### src/rtl/and_reduce_pipe.sv
// and_reduce_pipe: multi-lane AND/NAND reduction tree, one register per tree level, valid/ready handshake.
// IN_READY depends combinationally on OUT_READY through the per-stage ready chain.
module and_reduce_pipe #(
  parameter int WIDTH = 16,
  parameter int LANES = 2,
  parameter int FANIN = 4
) (
  input  logic                   CLK,
  input  logic                   RN,
  input  logic [LANES*WIDTH-1:0] A,
  input  logic [WIDTH-1:0]       M,
  input  logic                   INV,
  input  logic                   IN_VALID,
  output logic                   IN_READY,
  output logic [LANES-1:0]       Y,
  output logic                   OUT_VALID,
  input  logic                   OUT_READY
);
  function automatic int depth(int w, int f);
    int s = 0;
    int p = 1;
    while (p < w) begin
      p = p * f;
      s++;
    end
    return s < 1 ? 1 : s;
  endfunction

  function automatic int pw(int f, int e);
    int p = 1;
    for (int i = 0; i < e; i++) p = p * f;
    return p;
  endfunction

  localparam int STAGES = depth(WIDTH, FANIN);
  localparam int TOP    = pw(FANIN, STAGES);

  logic [LANES*TOP-1:0] x;
  logic [STAGES-1:0]    v, inv_p;
  logic [STAGES:0]      rdy;

  // masked-off bits and the padding above WIDTH are forced to the AND identity
  always_comb begin
    x = '1;
    for (int l = 0; l < LANES; l++)
      for (int j = 0; j < WIDTH; j++)
        x[l*TOP+j] = A[l*WIDTH+j] | ~M[j];
  end

  assign rdy[STAGES] = OUT_READY;

  genvar k;
  for (k = 0; k < STAGES; k++) begin : g_stg
    localparam int IW = pw(FANIN, STAGES - k);
    localparam int OW = IW / FANIN;
    logic [LANES*IW-1:0] src;
    logic [LANES*OW-1:0] nxt, d;
    logic up, up_inv, vs, is;
    if (k == 0) begin : g_first
      assign src    = x;
      assign up     = IN_VALID;
      assign up_inv = INV;
    end else begin : g_next
      assign src    = g_stg[k-1].d;
      assign up     = v[k-1];
      assign up_inv = inv_p[k-1];
    end
    always_comb begin
      nxt = '0;
      for (int i = 0; i < LANES*OW; i++) nxt[i] = &src[i*FANIN +: FANIN];
    end
    // an empty stage loads even while its successor is stalled
    assign rdy[k]   = !vs | rdy[k+1];
    assign v[k]     = vs;
    assign inv_p[k] = is;
    always_ff @(posedge CLK or negedge RN)
      if (!RN) begin
        vs <= 1'b0;
        is <= 1'b0;
        d  <= '0;
      end else if (rdy[k]) begin
        vs <= up;
        if (up) begin
          d  <= nxt;
          is <= up_inv;
        end
      end
  end

  assign IN_READY  = rdy[0];
  assign OUT_VALID = v[STAGES-1];
  assign Y         = g_stg[STAGES-1].d ^ {LANES{inv_p[STAGES-1]}};
endmodule

### config.mk
export PLATFORM = sky130hd
export DESIGN_NAME = and_reduce_pipe
export DESIGN_NICKNAME = d
export VERILOG_FILES = /design/src/rtl/and_reduce_pipe.sv
export SDC_FILE = /design/constraint.sdc
export NUM_CORES = 1
export LEC_CHECK = 0
export ABC_AREA = 1
export BUFFER_PORTS_ARGS = -buffer_cell sky130_fd_sc_hd__buf_2
export CORE_MARGIN = 2
export CORE_UTILIZATION = 41
export CTS_CLUSTER_SIZE = 8
export DETAILED_ROUTE_END_ITERATION = 12
export PLACE_DENSITY_LB_ADDON = 0.08
export REMOVE_ABC_BUFFERS = 1
export SKIP_LAST_GASP = 1
export SLEW_MARGIN = 20
export SYNTH_ARGS = -nofsm -noshare
export SYNTH_HDL_FRONTEND = slang
export SYNTH_SLANG_ARGS = --single-unit
### constraint.sdc
create_clock -name CLK -period 1 [get_ports CLK]
set_input_delay 0.05 -clock CLK [delete_from_list [all_inputs] [get_ports CLK]]
set_output_delay 0.05 -clock CLK [all_outputs]
set_load 0.02 [all_outputs]
## Word-level counts from Yosys, hierarchy flattened

Index checks and enable logic that the tools add are counted.

- Bits in registers: 14
- Logic and storage cells: 71

- Bitwise logic cells: 51
- Reductions and logical operators: 14

Operator list:

| kind | count |
|---|---|
| $reduce_and 4->1 | 10 |
| $or 1x1->1 | 34 |
| $not 1->1 | 16 |
| $reduce_and 2->1 | 2 |
| $logic_not 1->1 | 2 |
| $xor 2x2->2 | 1 |

## Depth between registers and ports, before layout

Gate-level depths: netlist (run 1).

- Depth in word-level cells: 4
- Mapped depth: 6
- Depth with buffers taken out: 6

## Least setup slack after synthesis (run 1)

OpenSTA, ideal clock, no wires.

- Path type: reg-to-reg
- Start: register g_stg[1].vs, in the netlist OUT_VALID
- End: register g_stg[0].vs
- Arrival: 957 ps
- Data required time: 877 ps
- Slack: -80 ps
- Stages on the path, launching flop included: 5
- Path buffers: 1
- Cell sequence: dfrtp_1 nand3_2 nand2_2 buf_6 nand2_1

- Cells in the longest elaborated chain, start to end: 3

Ends and longest elaborated chain:

| element | line | source |
|---|---|---|
| start, declared | 58 | `logic up, up_inv, vs, is;` |
| start signal, assigned | 82 | `vs <= up;` |
| $logic_not 1->1 | 73 | `assign rdy[k] = !vs \| rdy[k+1];` |
| $or 1x1->1 (2 in a row) | 73 |  |
| named net IN_READY | 14 | `output logic IN_READY,` |
| end signal, assigned | 82 |  |
| end, declared | 58 |  |

The timed path passes the listed nets, and every way through them passes these cells.
A chain may end at the register's enable or synchronous reset.

## Worst setup path in the final report (run 1)

- Start: register g_stg[0].vs
- End: output port IN_READY

- Cells in the longest elaborated chain, start to end: 2

Ends and longest elaborated chain:

| element | line |
|---|---|
| $logic_not 1->1 | 73 |
| $or 1x1->1 | 73 |
| end, declared | 14 |

Every way passes these cells.

==> results of run 1 <==
[layout make-up]
cell class                      instances  share of cell area, %
Sequential cell                        14                   25.5
Multi-Input combinational cell        100                   34.5
Tap cell                               27                   2.46
Clock buffer                            4                   2.64
Timing Repair Buffer                   61                   25.3
Inverter                               34                   9.66
[power breakdown]
part / internal [uW] / switching (uW) / leakage (uW)
clock: 222 / 175 / 0.0000210
sequential: 647 / 83.8 / 0.000178
combinational: 258 / 279 / 0.000752
total: 1130 / 537 / 0.000951
[per-layer routing]
| layer | wire, um | vias to the layer above |
|---|---|---|
| met5 | 0 | - |
| met4 | 53 | 0 |
| met3 | 83 | 4 |
| met2 | 1240 | 25 |
| met1 | 814 | 442 |
| li1 | - | 554 |
[flip-flops by register name, summed over array words and instances (netlist names)]
signal     cells
g_stg.vs       1
g_stg.d       10
g_stg.is       2
OUT_VALID      1
[logic make-up after synthesis]
| logic type | after synthesis | share of synthesized area [%] |
|---|---|---|
| AOI/OAI and AO/OA | 2 | 1.12 |
| xor gates and xnor gates | 2 | 1.96 |
| buffers and inverters | 35 | 15.6 |
| DFF | 14 | 39.3 |
| and+or+nand+nor | 96 | 42.1 |
[synth_stat cells, drive strengths merged]
library cell,number
inv,34
o21ai,2
nand3,2
dfrtp,14
buf,1
xor2,2
nand4,2
nand2,84
nor2,8
[stage by stage]
stage	std cells	cell area [um2]	utilization [%]
floorplan	148	881	-
global placement	232	1210	60.7
detailed placement	232	1210	60.7
CTS	238	1280	63.9
global route	240	1370	68.6
finish	240	1370	68.6
[tightest hold or removal path, cell delays in order]
cell and delay [ps]:
buf_2 100, nand2_4 80, nand2_1 70
[cells in the final DEF (no fill, tap or decap)]
master	Yosys	final
nand2_1	83	69
clkbuf_8	0	1
inv_1	33	33
inv_6	0	1
nor2_1	8	8
nand3_2	1	1
nand2_4	0	7
nand3_1	1	1
dlygate4sd3_1	0	2
buf_2	0	53
buf_12	0	1
o21ai_0	2	2
nand4_1	2	2
buf_6	1	1
clkbuf_4	0	3
dfrtp_1	14	14
xor2_1	2	2
nand2_2	1	8
buf_4	0	4
[final timing paths]
check	start	end	slack, ps	depth (start not counted)
min in group asynchronous	RN	g_stg[0].d[1]	190	2
max in group asynchronous	RN	g_stg[0].d[7]	580	2
worst min register to register	g_stg[0].d[5]	g_stg[0].d[5]	500	2
worst min-delay path	IN_VALID	g_stg[0].vs	50	3
worst max register to register	OUT_VALID	g_stg[0].d[0]	-40	5
worst max-delay path	g_stg[0].vs	IN_READY	-60	2
[timing repair]
action                                  CTS  global route
hold buffers                              2             0
pin swaps                                 3            10
endpoints found under the hold margin    15             0
endpoints found under the setup margin    3            15
resized for setup                         3            24
setup buffers                             0             2
==> results.sh, run 1 <==
export IMPL_max_stage_delay_ps=410
export IMPL_slew_viol_final=0
export IMPL_drtAntennaViolNets=0
export IMPL_synth_area_top_cells="dfrtp_1 39%, nand2_1 35%, inv_1 14%, nor2_1 3.4%, xor2_1 2.0%"
export IMPL_cp_max_fo=3
export IMPL_whs_ps=49.9
export IMPL_io_pins=57
export IMPL_ir_worst_vdd_mv=0.691
export IMPL_design_power_total_uw=1660
export IMPL_violations="setup timing"
export IMPL_drive_gt1_share_pct=37.6
export IMPL_ys_seq_area_share_pct=39.3
export IMPL_num_vias=1025
export IMPL_grt_use_total_pct=18.5
export IMPL_cpMaxStageDelayCell="dfrtp_1"
export IMPL_tightestPinTransition_ps=307
export IMPL_p_leak_uw=0.000951
export IMPL_min_path_type="in -> reg"
export IMPL_fmax_mhz=942
export IMPL_synth_area_um2=892
export IMPL_crit_type="reg -> out"
export IMPL_h_tree_depth=1
export IMPL_post_route_period_util_pct=106
export IMPL_nFillCells=180
export IMPL_coreArea_um2=2000
export IMPL_die_h_um=50.6
export IMPL_antenna_cells=0
export IMPL_cts_buffers=3
export IMPL_power_density_nw_per_um2=1210
export IMPL_port_buffers=56
export IMPL_grtUsageMet1_pct=18.3
export IMPL_skew_ps=0.696
export IMPL_place_gp_congestion=0.755
export IMPL_die_area_um2=2560
export IMPL_crit_chain="nand3_2 -> buf_6"
export IMPL_use_met2_pct=36.6
export IMPL_cts_max_path_buffers=2
export IMPL_register_area_um2=350
export IMPL_grt_pass1_vias=997
export IMPL_rsz0062_at_grt="yes"
export IMPL_grt_max_degree=15
export IMPL_crit_buf_inv=1
export IMPL_synth_seq_cells=14
export IMPL_dieWidth_um=50.6
export IMPL_grt_first_pass_wirelength_um=3620
export IMPL_cp_start_kind="register"
export IMPL_root_buffer="clkbuf_4"
export IMPL_status="complete, but fails checks"
export IMPL_finalWorstSetupSlack_ps=-61.3
export IMPL_clk_pin_slew_ps=80
export IMPL_dp_hpwl_um=1670
export IMPL_slew_limit_headroom_pct=79.5
export IMPL_tns_ps=-408
export IMPL_grt_ovfl_total=0
export IMPL_yosys_area_top_type="dfrtp_1"
export IMPL_synthCells=149
export IMPL_num_rows=16
export IMPL_top_usage_layer="met2"
export IMPL_first_pass_iters=4
export IMPL_crit_path_end_kind="output pin"
export IMPL_drt_iter0_drc=8
export IMPL_period_minus_slack_ps=1060
export IMPL_drt_wirelength_per_cell_um=9.11
export IMPL_critPathTopFamily="flip-flops"
export IMPL_finalSetupViolCount=11
export IMPL_synth_top_area_share_pct=39.3
export IMPL_arrival_ps=1010
export IMPL_cts_tree="built"
export IMPL_grt_use_met3_pct=1.79
export IMPL_antenna_found_initial=0
export IMPL_multi_input_area_um2=473
export IMPL_clk_latency_ps=280
export IMPL_ys_types=12
export IMPL_dp_slack_ps=51.1
export IMPL_clock_sinks=14
export IMPL_final_nets=267
export IMPL_report_final_hold_viol_count=0
export IMPL_max_cap_violations=0
export IMPL_required_ps=950
export IMPL_drcViolationCount=0
export IMPL_area_growth_pct=53.9
export IMPL_start_util_pct=44.6
export IMPL_ys_warn_count=0
export IMPL_avgViaCountPerCell=4.27
export IMPL_synth_area_per_cell_um2=5.99
export IMPL_wirelength_um=2190
(Power assumes the default switching activity.)
==> run 2, diff against run 1 <==
==> constraint.sdc (replaced) <==
create_clock -name CLK -period 1.1 [get_ports CLK]
set_input_delay 0.055 -clock CLK [delete_from_list [all_inputs] [get_ports CLK]]
set_output_delay 0.055 -clock CLK [all_outputs]
set_load 0.02 [all_outputs]
==> results.sh, run 2 (synthesized netlist as in run 1, its figures left out) <==
export IMPL_status="complete, no violations"
export IMPL_cp_max_fo=3
export IMPL_first_pass_iters=4
export IMPL_min_path_type="in -> reg"
export IMPL_drt_iter0_drc=10
export IMPL_wirelength_um=1880
export IMPL_drive_gt1_share_pct=29.7
export IMPL_top_register="g_stg.d"
export IMPL_place_gp_congestion=0.728
export IMPL_grt_use_total_pct=17.7
export IMPL_rsz0062_at_grt="yes"
export IMPL_p_seq_share_pct=48.8
export IMPL_crit_chain="xor2_1 -> buf_4"
export IMPL_num_rows=16
export IMPL_cts_tree="built"
export IMPL_critPathTopFamily="flip-flops"
export IMPL_power_density_nw_per_um2=1050
export IMPL_root_buffer="clkbuf_4"
export IMPL_antenna_found_initial=0
export IMPL_crit_type="reg -> out"
export IMPL_num_vias=1001
export IMPL_swShare_pct=31.4
export IMPL_final_util_pct=62.3
export IMPL_slew_viol_final=0
export IMPL_clk_pin_slew_ps=70
export IMPL_arrival_ps=1000
export IMPL_port_buffers=56
export IMPL_fmax_mhz=951
export IMPL_crit_path_end_kind="output pin"
export IMPL_dp_slack_ps=66.9
export IMPL_dp_hpwl_um=1620
export IMPL_clk_latency_ps=270
export IMPL_slew_limit_headroom_pct=80.5
export IMPL_cts_setup_buffers=0
export IMPL_post_route_period_util_pct=95.6
export IMPL_final_common_cell="nand2_1"
export IMPL_grt_max_degree=15
export IMPL_finalSetupViolCount=0
export IMPL_postPlaceCellArea_um2=1190
export IMPL_period_minus_slack_ps=1050
export IMPL_dieWidth_um=50.6
export IMPL_top_regs="g_stg.d (10), g_stg.is (2)"
export IMPL_start_util_pct=44.6
export IMPL_cts_max_path_buffers=2
export IMPL_largest_register_ffs=10
export IMPL_pwr_share_comb_pct=30.8
export IMPL_cp_start_kind="register"
export IMPL_clock_sinks=14
export IMPL_crit_buf_inv=1
export IMPL_internal_power_uw=901
export IMPL_grt_first_pass_wirelength_um=3510
export IMPL_cpMaxStageDelayCell="dfrtp_1"
export IMPL_p_switching_uw=412
export IMPL_avgViaCountPerCell=4.24
export IMPL_grt_ovfl_total=0
export IMPL_report_final_hold_viol_count=0
export IMPL_io_pins=57
export IMPL_area_growth_pct=39.8
export IMPL_max_cap_violations=0
export IMPL_final_nets=264
export IMPL_drtAntennaViolNets=0
export IMPL_skew_ps=0.412
export IMPL_h_tree_depth=1
export IMPL_antenna_cells=0
export IMPL_required_ps=1040
export IMPL_place_inst=231
export IMPL_p_leak_uw=0.000883
export IMPL_tightestPinTransition_ps=293
export IMPL_layout_common_cells="83 x nand2_1, 54 x buf_2, 33 x inv_1"
export IMPL_final_area_um2=1250
export IMPL_die_area_um2=2560
export IMPL_max_stage_delay_ps=420
export IMPL_finalWorstSetupSlack_ps=48.7
export IMPL_instances_no_fill=236
export IMPL_coreArea_um2=2000
export IMPL_ir_worst_vdd_mv=0.629
export IMPL_grt_pass1_vias=924
export IMPL_clock_power_share_pct=20.5
export IMPL_die_h_um=50.6
export IMPL_drcViolationCount=0
export IMPL_drt_wirelength_per_cell_um=7.97
export IMPL_whs_ps=75.9
export IMPL_cts_buffers=3
==> run 2: layout make-up <==
class / instances / area (um2)
fill: 210 / 754
multi-input combinational: 100 / 408
sequential: 14 / 350
timing repair buffer: 58 / 305
inverter: 34 / 128
tap: 27 / 33.8
clock buffer: 3 / 22.5
==> run 2: power by group through the flow <==
stage	Sequential [uW]	Combinational (uW)	Clock, uW
floorplan	647	212	0
global placement	647	377	0
detailed placement	650	389	0
CTS	640	395	274
global route	651	468	311
finish	640	404	268
==> run 2: path summary, 6_finish.rpt <==
kind	startpoint	endpoint	slack, ps	cells past startpoint
setup / recovery	g_stg[1].is	Y[0]	50	2
hold / removal	IN_VALID	g_stg[0].vs	80	3
setup reg to reg	g_stg[0].vs	g_stg[0].d[4]	130	5
hold reg to reg	g_stg[0].d[0]	g_stg[0].d[0]	490	2
max in group asynchronous	RN	g_stg[0].is	680	2
min in group asynchronous	RN	g_stg[0].d[0]	200	2
==> run 2: metrics by stage <==
stage / power [uW] / TNS, ps
6_report: 1310 / 0
5_1_grt: 1430 / -2.53
4_1_cts: 1310 / 0
3_5_place_dp: 1040 / 0
3_3_place_gp: 1020 / 0
2_1_floorplan: 859 / -684
==> run 2: worst register-to-register path, delay by kind of cell (launching register included) <==
| family | cells | cell delay (ps) |
|---|---|---|
| simple gates | 4 | 390 |
| flops | 1 | 380 |
| buf+inv | 1 | 100 |
==> run 2: routing by layer <==
layer	share of wire, %	vias to the layer above	global-route usage, %	wire, um
met1	39	425	19.7	740
li1	-	543	-	-
met3	4.6	5	1.79	86
met4	2.0	0	8.11	37
met5	0	-	0	0
met2	54	28	33.3	1020
==> run 2: repair_timing <==
item / in CTS / in global routing
hold endpoints to repair: 15 / 0
hold buffers: 2 / 0
resized for setup: 0 / 3
endpoints found under the setup margin: 0 / 11
